$ cat src/rtl/window_streamer_if.sv
// Valid/ready pixel stream carrying one window beat per transfer.
// The master side produces beats; the slave side consumes them and drives out_ready.
interface window_streamer_if #(
  parameter int DATA_WIDTH = 8
);
  logic                  out_valid;
  logic                  out_ready;
  logic [DATA_WIDTH-1:0] out_data;
  logic                  out_first;
  logic                  out_last;
  logic                  out_eof;

  modport master (
    output out_valid, out_data, out_first, out_last, out_eof,
    input  out_ready
  );

  modport slave (
    input  out_valid, out_data, out_first, out_last, out_eof,
    output out_ready
  );
endinterface

$ cat src/rtl/window_streamer.sv
// K x K sliding-window streamer: walks wy, wx, ch, kr, kc over a preloaded
// multi-channel image and emits one pixel per accepted valid/ready beat.
module window_streamer #(
  parameter  int IMG_W      = 5,
  parameter  int IMG_H      = 5,
  parameter  int DATA_WIDTH = 8,
  parameter  int KERNEL     = 3,
  parameter  int STRIDE     = 1,
  parameter  int CHANNELS   = 1,
  localparam int CH_W       = (CHANNELS > 1) ? $clog2(CHANNELS) : 1,
  localparam int PIX_AW     = (IMG_W * IMG_H > 1) ? $clog2(IMG_W * IMG_H) : 1
) (
  input  logic                  clk,
  input  logic                  rst_n,
  input  logic                  clear,
  input  logic                  preload_en,
  input  logic [CH_W-1:0]       preload_ch,
  input  logic [PIX_AW-1:0]     preload_addr,
  input  logic [DATA_WIDTH-1:0] preload_pixel,
  input  logic                  start,
  output logic                  busy,
  output logic                  done,
  window_streamer_if.master     strm
);

  localparam int PLANE     = IMG_W * IMG_H;
  localparam int MEM_DEPTH = PLANE * CHANNELS;
  localparam int MEM_AW    = (MEM_DEPTH > 1) ? $clog2(MEM_DEPTH) : 1;
  localparam int OUT_W     = (IMG_W - KERNEL) / STRIDE + 1;
  localparam int OUT_H     = (IMG_H - KERNEL) / STRIDE + 1;
  localparam int K_W       = (KERNEL > 1) ? $clog2(KERNEL) : 1;
  localparam int WX_W      = (OUT_W > 1) ? $clog2(OUT_W) : 1;
  localparam int WY_W      = (OUT_H > 1) ? $clog2(OUT_H) : 1;

  localparam logic [K_W-1:0]  K_LAST  = K_W'(KERNEL - 1);
  localparam logic [CH_W-1:0] CH_LAST = CH_W'(CHANNELS - 1);
  localparam logic [WX_W-1:0] WX_LAST = WX_W'(OUT_W - 1);
  localparam logic [WY_W-1:0] WY_LAST = WY_W'(OUT_H - 1);

  typedef enum logic [1:0] {IDLE, STREAM, DONE} state_t;

  state_t state_q, state_d;

  logic [WY_W-1:0] wy_q, wy_d;
  logic [WX_W-1:0] wx_q, wx_d;
  logic [CH_W-1:0] ch_q, ch_d;
  logic [K_W-1:0]  kr_q, kr_d;
  logic [K_W-1:0]  kc_q, kc_d;
  logic            exhausted_q, exhausted_d;

  logic                  out_valid_q, out_valid_d;
  logic [DATA_WIDTH-1:0] out_data_q, out_data_d;
  logic                  out_first_q, out_first_d;
  logic                  out_last_q, out_last_d;
  logic                  out_eof_q, out_eof_d;

  logic [DATA_WIDTH-1:0] mem [MEM_DEPTH];

  logic              kc_end, kr_end, ch_end, wx_end, wy_end, frame_end;
  logic              issue, accept, wr_en;
  logic [MEM_AW-1:0] rd_addr, wr_addr;

  assign kc_end    = (kc_q == K_LAST);
  assign kr_end    = (kr_q == K_LAST);
  assign ch_end    = (ch_q == CH_LAST);
  assign wx_end    = (wx_q == WX_LAST);
  assign wy_end    = (wy_q == WY_LAST);
  assign frame_end = kc_end && kr_end && ch_end && wx_end && wy_end;

  assign accept = out_valid_q && strm.out_ready;
  // Beat 0 is issued on the start edge itself so it is valid one cycle after start.
  assign issue  = !clear
               && ((state_q == IDLE && start) || (state_q == STREAM && !exhausted_q))
               && (!out_valid_q || strm.out_ready);

  // Every partial term stays below MEM_DEPTH, so MEM_AW-wide arithmetic never wraps.
  assign rd_addr = MEM_AW'(ch_q) * MEM_AW'(PLANE)
                 + (MEM_AW'(wy_q) * MEM_AW'(STRIDE) + MEM_AW'(kr_q)) * MEM_AW'(IMG_W)
                 + MEM_AW'(wx_q) * MEM_AW'(STRIDE) + MEM_AW'(kc_q);

  assign wr_addr = MEM_AW'(preload_ch) * MEM_AW'(PLANE) + MEM_AW'(preload_addr);
  assign wr_en   = preload_en && (state_q != STREAM)
                && (32'(preload_ch) < CHANNELS) && (32'(preload_addr) < PLANE);

  always_ff @(posedge clk) begin
    if (wr_en) begin
      mem[wr_addr] <= preload_pixel;
    end
  end

  always_ff @(posedge clk or negedge rst_n) begin
    if (!rst_n) begin
      state_q     <= IDLE;
      wy_q        <= '0;
      wx_q        <= '0;
      ch_q        <= '0;
      kr_q        <= '0;
      kc_q        <= '0;
      exhausted_q <= 1'b0;
      out_valid_q <= 1'b0;
      out_data_q  <= '0;
      out_first_q <= 1'b0;
      out_last_q  <= 1'b0;
      out_eof_q   <= 1'b0;
    end else begin
      state_q     <= state_d;
      wy_q        <= wy_d;
      wx_q        <= wx_d;
      ch_q        <= ch_d;
      kr_q        <= kr_d;
      kc_q        <= kc_d;
      exhausted_q <= exhausted_d;
      out_valid_q <= out_valid_d;
      out_data_q  <= out_data_d;
      out_first_q <= out_first_d;
      out_last_q  <= out_last_d;
      out_eof_q   <= out_eof_d;
    end
  end

  always_comb begin
    state_d = state_q;
    case (state_q)
      IDLE:    if (start) state_d = STREAM;
      STREAM:  if (accept && out_eof_q) state_d = DONE;
      DONE:    state_d = IDLE;
      default: state_d = IDLE;
    endcase
    if (clear) state_d = IDLE;
  end

  // Counters advance innermost-first on every issue; a full frame wraps them back to zero.
  always_comb begin
    wy_d = wy_q;
    wx_d = wx_q;
    ch_d = ch_q;
    kr_d = kr_q;
    kc_d = kc_q;
    if (issue) begin
      kc_d = kc_end ? '0 : kc_q + 1'b1;
      if (kc_end) begin
        kr_d = kr_end ? '0 : kr_q + 1'b1;
        if (kr_end) begin
          ch_d = ch_end ? '0 : ch_q + 1'b1;
          if (ch_end) begin
            wx_d = wx_end ? '0 : wx_q + 1'b1;
            if (wx_end) begin
              wy_d = wy_end ? '0 : wy_q + 1'b1;
            end
          end
        end
      end
    end
    if (clear) begin
      wy_d = '0;
      wx_d = '0;
      ch_d = '0;
      kr_d = '0;
      kc_d = '0;
    end
  end

  always_comb begin
    exhausted_d = (state_q == STREAM) ? exhausted_q : 1'b0;
    if (issue && frame_end) exhausted_d = 1'b1;
    if (clear) exhausted_d = 1'b0;

    out_valid_d = out_valid_q;
    out_data_d  = out_data_q;
    out_first_d = out_first_q;
    out_last_d  = out_last_q;
    out_eof_d   = out_eof_q;
    if (issue) begin
      out_valid_d = 1'b1;
      out_data_d  = mem[rd_addr];
      out_first_d = (kr_q == '0) && (kc_q == '0);
      out_last_d  = ch_end && kr_end && kc_end;
      out_eof_d   = frame_end;
    end else if (accept) begin
      out_valid_d = 1'b0;
    end
    if (clear) begin
      out_valid_d = 1'b0;
      out_data_d  = '0;
      out_first_d = 1'b0;
      out_last_d  = 1'b0;
      out_eof_d   = 1'b0;
    end
  end

  always_comb begin
    busy = (state_q == STREAM);
    done = (state_q == DONE);
  end

  assign strm.out_valid = out_valid_q;
  assign strm.out_data  = out_data_q;
  assign strm.out_first = out_first_q;
  assign strm.out_last  = out_last_q;
  assign strm.out_eof   = out_eof_q;

endmodule

$ cat src/flat_wrapper.sv
// flat-port wrapper written by rule: the top's interface ports become plain ports
module window_streamer_flat 
#(
  parameter  int IMG_W      = 5,
  parameter  int IMG_H      = 5,
  parameter  int DATA_WIDTH = 8,
  parameter  int KERNEL     = 3,
  parameter  int STRIDE     = 1,
  parameter  int CHANNELS   = 1,
  localparam int CH_W       = (CHANNELS > 1) ? $clog2(CHANNELS) : 1,
  localparam int PIX_AW     = (IMG_W * IMG_H > 1) ? $clog2(IMG_W * IMG_H) : 1
)
  (clk, rst_n, clear, preload_en, preload_ch, preload_addr, preload_pixel, start, busy, done, strm_out_valid, strm_out_data, strm_out_first, strm_out_last, strm_out_eof, strm_out_ready);
  window_streamer_if #(.DATA_WIDTH(DATA_WIDTH)) strm_i ();
  input  logic clk;
  input  logic rst_n;
  input  logic clear;
  input  logic preload_en;
  input  logic [CH_W-1:0] preload_ch;
  input  logic [PIX_AW-1:0] preload_addr;
  input  logic [DATA_WIDTH-1:0] preload_pixel;
  input  logic start;
  output logic busy;
  output logic done;
  output wire logic [$bits(strm_i.out_valid)-1:0] strm_out_valid;
  output wire logic [$bits(strm_i.out_data)-1:0] strm_out_data;
  output wire logic [$bits(strm_i.out_first)-1:0] strm_out_first;
  output wire logic [$bits(strm_i.out_last)-1:0] strm_out_last;
  output wire logic [$bits(strm_i.out_eof)-1:0] strm_out_eof;
  input wire logic [$bits(strm_i.out_ready)-1:0] strm_out_ready;
  assign strm_out_valid = strm_i.out_valid;
  assign strm_out_data = strm_i.out_data;
  assign strm_out_first = strm_i.out_first;
  assign strm_out_last = strm_i.out_last;
  assign strm_out_eof = strm_i.out_eof;
  assign strm_i.out_ready = strm_out_ready;
  window_streamer #(.IMG_W(IMG_W), .IMG_H(IMG_H), .DATA_WIDTH(DATA_WIDTH), .KERNEL(KERNEL), .STRIDE(STRIDE), .CHANNELS(CHANNELS)) u_core (.clk(clk), .rst_n(rst_n), .clear(clear), .preload_en(preload_en), .preload_ch(preload_ch), .preload_addr(preload_addr), .preload_pixel(preload_pixel), .start(start), .busy(busy), .done(done), .strm(strm_i));
endmodule
$ cat config.mk
export PLATFORM = sky130hd
export DESIGN_NAME = window_streamer_flat
export DESIGN_NICKNAME = d
export VERILOG_FILES = /design/src/rtl/window_streamer_if.sv /design/src/rtl/window_streamer.sv /design/src/flat_wrapper.sv
export SDC_FILE = /design/constraint.sdc
export NUM_CORES = 1
export LEC_CHECK = 0
export ABC_AREA = 1
export CAP_MARGIN = 10
export CORE_UTILIZATION = 30
export DETAILED_ROUTE_END_ITERATION = 8
export SLEW_MARGIN = 15
export SYNTH_ARGS = -nofsm -noshare
export SYNTH_HDL_FRONTEND = slang
export SYNTH_SLANG_ARGS = --single-unit
$ cat constraint.sdc
create_clock -name clk -period 4.2 [get_ports clk]
set_clock_uncertainty 0.2 [all_clocks]
set_input_delay 0.63 -clock clk [delete_from_list [all_inputs] [get_ports clk]]
set_output_delay 0.63 -clock clk [all_outputs]
set_load 0.02 [all_outputs]
# Word-level counts from Yosys, hierarchy flattened
# Memories as Yosys holds them, arrays and structs flattened.
# Cells that the tools add are included.
[op_classes]
add_sub_neg = 10
mul = 3
n_lt_le_gt_ge = 2
eq_ne = 11
muxes = 45
bitwise = 1
reduce_logical = 35
[ops]
columns = ["operator", "n"]
rows = [
  ["$mux 2", 23],
  ["$mux 1", 19],
  ["$logic_and 1x1->1", 17],
  ["$mux 8", 2],
  ["$add 5x2->5", 2],
  ["$add 5x5->5", 2],
  ["$eq 2x2->1 const B", 5],
  ["$mul 1x5->5 const B", 2],
  ["$add 2x1->2 const B", 4],
  ["$reduce_bool 2->1", 4],
  ["$logic_not 2->1", 3],
  ["$ne 3x2->1 const B", 2],
  ["$lt 5x5->1 const B", 1],
  ["$mul 5x3->5 const B", 1],
  ["$reduce_and 5->1", 1],
  ["$pmux 2 s2", 1],
  ["$reduce_and 2->1", 2],
  ["$reduce_and 4->1", 1],
  ["$add 2x2->3", 1],
  ["$logic_not 1->1", 3],
  ["$ne 3x3->1 const B", 1],
  ["$reduce_and 3->1", 1],
  ["$reduce_bool 3->1", 1],
  ["$eq 2x1->1 const B", 1],
  ["other kinds (6)", 7],
]
[totals]
regBits = 24
ram_bits = 200
in_bits = 20
elab_cells = 120
n_memories = 1
[memory_table]
columns = ["name", "depth", "word_bits", "rd", "rd_clocked_by_memory_dff", "write_ports", "line", "source"]
rows = [
  ["u_core.mem", 25, 8, 1, 0, 1, "window_streamer.sv:57", "logic [DATA_WIDTH-1:0] mem [MEM_DEPTH];"],
]

# Logic depth before layout (Yosys ltp)
[depth]
depth_word = 8
ltp_mapped = 18
ltp_nobuf = 18

# Least setup slack after synthesis
# No wires, ideal clock.
[synth_path]
kind = "flip-flop to flip-flop"
startpoint = "register u_core.kr_q[0]"
endpoint = "register u_core.out_data_q[1] (netlist: u_core.strm.out_data[1])"
setup_time_ps = 117
arrival_time_ps = 2970
setup_slack_ps = 913
path_stages_with_launch = 17
path_buffers = 2
synth_period_minus_slack_ps = 3287
path_cell_list = "dfrtp_1 -> ha_1 -> inv_1 -> fa_1 -> inv_1 -> fa_1 -> inv_1 -> fa_1 -> buf_2 -> clkbuf_1 -> nand3_1 -> nand2_1 -> nand2_1 -> nand3_1 -> nand3_1 -> nand3_1 -> nand2_1"
[synth_via]
elab_chain_len = 8
[synth_lines]
columns = ["item", "line", "source"]
rows = [
  ["start, declared", "window_streamer.sv:47", "logic [K_W-1:0] kr_q, kr_d;"],
  ["start signal, assigned", "window_streamer.sv:110", "kr_q <= kr_d;"],
  ["$add 2x2->3", "window_streamer.sv:78", "+ (MEM_AW'(wy_q) * MEM_AW'(STRIDE) + MEM_AW'(kr_q)) * MEM_AW'(IMG_W)"],
  ["$mul 5x3->5", "window_streamer.sv:78", ""],
  ["$add 5x5->5", "window_streamer.sv:78", ""],
  ["$add 5x2->5 (2 in a row)", "window_streamer.sv:79", "+ MEM_AW'(wx_q) * MEM_AW'(STRIDE) + MEM_AW'(kc_q);"],
  ["$mem_v2 25x8", "-", ""],
  ["$mux 8", "window_streamer.sv:173", "if (issue) begin"],
  ["$mux 8", "window_streamer.sv:182", "if (clear) begin"],
  ["end signal, assigned", "window_streamer.sv:114", "out_data_q <= out_data_d;"],
  ["end, declared", "window_streamer.sv:52", "logic [DATA_WIDTH-1:0] out_data_q, out_data_d;"],
]
# No other way between the ends. The select of a mux whose other input is x is not followed.
# A chain may end at the register's enable or synchronous reset.

# Worst setup path in the final report
[layout_path]
startpoint = "register u_core.kr_q[0]"
endpoint = "register u_core.out_data_q[6] (netlist: u_core.strm.out_data[6])"
# Same word-level chain as after synthesis.

==> key figures <==
Routing
  – Post-route ant nets: 0
  – Initial DRC count: 532
  – Post-route DRC: 0
  – Post-DR wirelength/cell: 16.6 um
  – Via-to-Cell Ratio: 4.59
  – DR vias: 6,750
  – Wirelength, routed: 24,400 um
  – Drt pass-1 iters: 5

STA
  – Slew Limit Fails: 0
  – Max_slew headroom: 29.4%
  – Transition time of the tightest slew-check pin: 1060 ps
  – FMAX: 270 MHz
  – Final setup fails: 0
  – Sum of negative setup slack: 0 ps
  – Final min period: 3700 ps
  – Hold_ws: 278 ps
  – Final period util: 88.1%
  – Setup WS post-layout: 501 ps
  – Final hold viol count: 0
  – Unrepaired setup endpoints after global routing: false

Die
  – Row count: 66
  – Core Footprint: 32,600 um2
  – Die Area: 34,000 um2
  – IO Count: 34
  – Die W: 184 um
  – Initial Utilization: 30.6%
  – Die Span Y: 184 um

Critical path
  – CP Class: flop to flop
  – Critical Path RT: 4410 ps
  – Reg-to-reg slack, setup: 500 ps
  – Worst Path Max Fanout: 20
  – CP Capture Type: flop
  – Critical Path AT: 3910 ps
  – Crit start category: flop

Synthesis
  – #FFs+latches synth: 223
  – Synth warn: 0
  – Sequential cell area fraction in the yosys report: 66.0%
  – Avg Cell Area, Syn: 10.4 um2
  – Ys flop type: edfxtp_1
  – Post-synth top area share: 60.3%
  – Ys async rst share: 10.3%
  – Post-Synthesis Cell Area: 9970 um2
  – Post-synth EDFFs: 200
  – Mapped Cells: 963
  – Ranking of synthesized cells by area: edfxtp_1, nand2_1, nand3_1
  – Area leader, netlist: edfxtp_1
  – Yosys cell types: 34
  – Syn nets: 996

Finish
  – Area growth syn-to-layout: 16.7%
  – Diode count: 0
  – Fillers: 3,250
  – Share of cells above drive strength 1: 8.27%
  – Nets: 1,045
  – Fin area: 11,600 um2

Power
  – Logic pwr share: 33.9%
  – Power Density: 585 nW/um2
  – Leakage power: 4.67 nW
  – Max rail drop VDD: 292 uV
  – Clock share of power: 29.0%
  – Switching Fraction: 36.0%
  – Pwr Total: 6.80 mW
  – Internal power: 4.35 mW
  – Sequential Power Share: 37.1%
  – Switching pwr: 2.45 mW

GRT
  – Largest net degree at the start of global routing: 63
  – Global-route wire length before repair: 38,500 um
  – Grt total ovfl: 0
  – Initial antenna violation count: 0
  – Overall routing resource usage: 14.9%
  – Vias in the first global route: 6,495

Run
  – Max-Cap Viols: 0

Status
  – Status: finished clean

Clock tree
  – CTS max path bufs: 3
  – H-tree depth: 1
  – Clk_lat worst skew: 520 ps
  – CTS buffer count: 24
  – Clock sinks: 223
  – Post-CTS setup buffer count: 0
  – CTS tree: done
  – CTS Root Buffer Type: clkbuf_16
  – Resized Gates After CTS: 0
  – Reg clk slew, reported paths: 60 ps
  – Hold_buf cts: 0

Placement
  – Placer Congestion: 0.886
  – Pre-CTS setup slack: 503 ps
  – PortBufs: 33
  – Placed instance area: 10,900 um2
  – DP HPWL: 15,500 um

Worst hold path
  – Hold crit path type: flop to flop
==> metal layers <==
metal	vias up	share of wire [%]	track usage, %
met5	-	0	0
met4	0	2.0	4.10
met3	32	5.4	2.47
met2	188	46	24.0
met1	3227	47	20.8
li1	3303	-	-
==> cells in the mapped netlist, drive strengths merged, types with 3 or more instances <==
cell / instances
nand2: 339
nor3: 4
clkbuf: 9
xor2: 3
inv: 88
xnor2: 4
nand4: 5
nor2: 65
nand3: 165
fa: 3
dfrtp: 23
o21ai: 7
buf: 29
edfxtp: 200
ha: 10
==> layout make-up <==
cell class / instances / area (um2) / share of cell area, %
sequential: 223 / 6580 / 56.6
clock inverter: 12 / 82.6 / 0.710
multi-input combinational: 614 / 2860 / 24.6
tap: 442 / 553 / 4.76
timing repair buffer: 61 / 578 / 4.97
inverter: 88 / 330 / 2.84
clock buffer: 30 / 644 / 5.54
==> through the flow <==
step	cells	utilization, %
after floorplan	963	-
after global placement	1427	33.4
after detailed placement	1427	33.4
after CTS	1469	35.7
after global routing	1470	35.6
final	1470	35.6
==> logic make-up after synthesis <==
| family | count (synthesis) | share of synthesized area [%] |
|---|---|---|
| AOI/OAI and AO/OA | 11 | 0.728 |
| xor gates and xnor gates | 7 | 0.615 |
| adders and majority gates | 13 | 1.86 |
| buffers and inverters | 126 | 5.42 |
| DFF | 223 | 66.0 |
| and+or+nand+nor | 583 | 25.3 |
==> flip-flops by register name, indices dropped and copies added, names as in the netlist <==
name                   flops
u_core.strm.out_last       1
u_core.strm.out_valid      1
u_core.kc_q                2
u_core.wy_q                2
u_core.state_q             2
u_core.strm.out_first      1
u_core.strm.out_eof        1
u_core.exhausted_q         1
u_core.strm.out_data       8
u_core.wx_q                2
u_core.kr_q                2
u_core.mem               200
==> power by group through the flow <==
stage,Clock (mW),Combinational [mW],Sequential [mW]
6_report,1.97,2.30,2.53
5_1_grt,2.10,2.58,2.53
4_1_cts,2.01,2.32,2.53
3_5_place_dp,0,2.31,2.57
3_3_place_gp,0,2.31,2.57
2_1_floorplan,0,1.51,2.59
==> placed cells by master, fill, tap and decap left out, types with 2 or more instances in the layout <==
master	count
clkinv_2	2
buf_4	23
clkdlybuf4s50_1	30
dfrtp_1	23
edfxtp_1	200
o21ai_0	7
inv_2	4
xor2_1	3
nand3b_1	2
nand3_2	11
buf_12	4
inv_1	84
clkinv_1	7
nand2_2	2
nand2_1	335
buf_2	3
clkbuf_16	25
nand3_1	153
nor2_1	64
ha_1	9
nand4_1	5
nor3_1	4
fa_1	3
clkbuf_1	5
xnor2_1	4
==> critical path, cell delays in order, from the launching register on <==
cell and delay, ps:
dfrtp_1 410, ha_1 170, inv_1 50, fa_1 490, inv_1 70, fa_1 510, inv_1 60, fa_1 470
inv_2 290, buf_12 210, nand3_1 120, nand2_1 90, nand2_1 50, nand3_1 140, nand3_1 110, nand3_1 80
nand2_1 50
==> final timing paths <==
check	to	from	cells past startpoint
worst max-delay path	u_core.strm.out_data[6]$_DFFE_PN0P_	u_core.kr_q[0]$_DFFE_PN0P_	16
worst min-delay path	u_core.strm.out_last$_DFFE_PN0P_	u_core.strm.out_last$_DFFE_PN0P_	2
worst max register to register	u_core.strm.out_data[6]$_DFFE_PN0P_	u_core.kr_q[0]$_DFFE_PN0P_	16
worst min register to register	u_core.strm.out_last$_DFFE_PN0P_	u_core.strm.out_last$_DFFE_PN0P_	2
max in group asynchronous	u_core.strm.out_data[5]$_DFFE_PN0P_	rst_n	2
min in group asynchronous	u_core.strm.out_eof$_DFFE_PN0P_	rst_n	2
No activity file was read; power rests on OpenSTA's default activity.
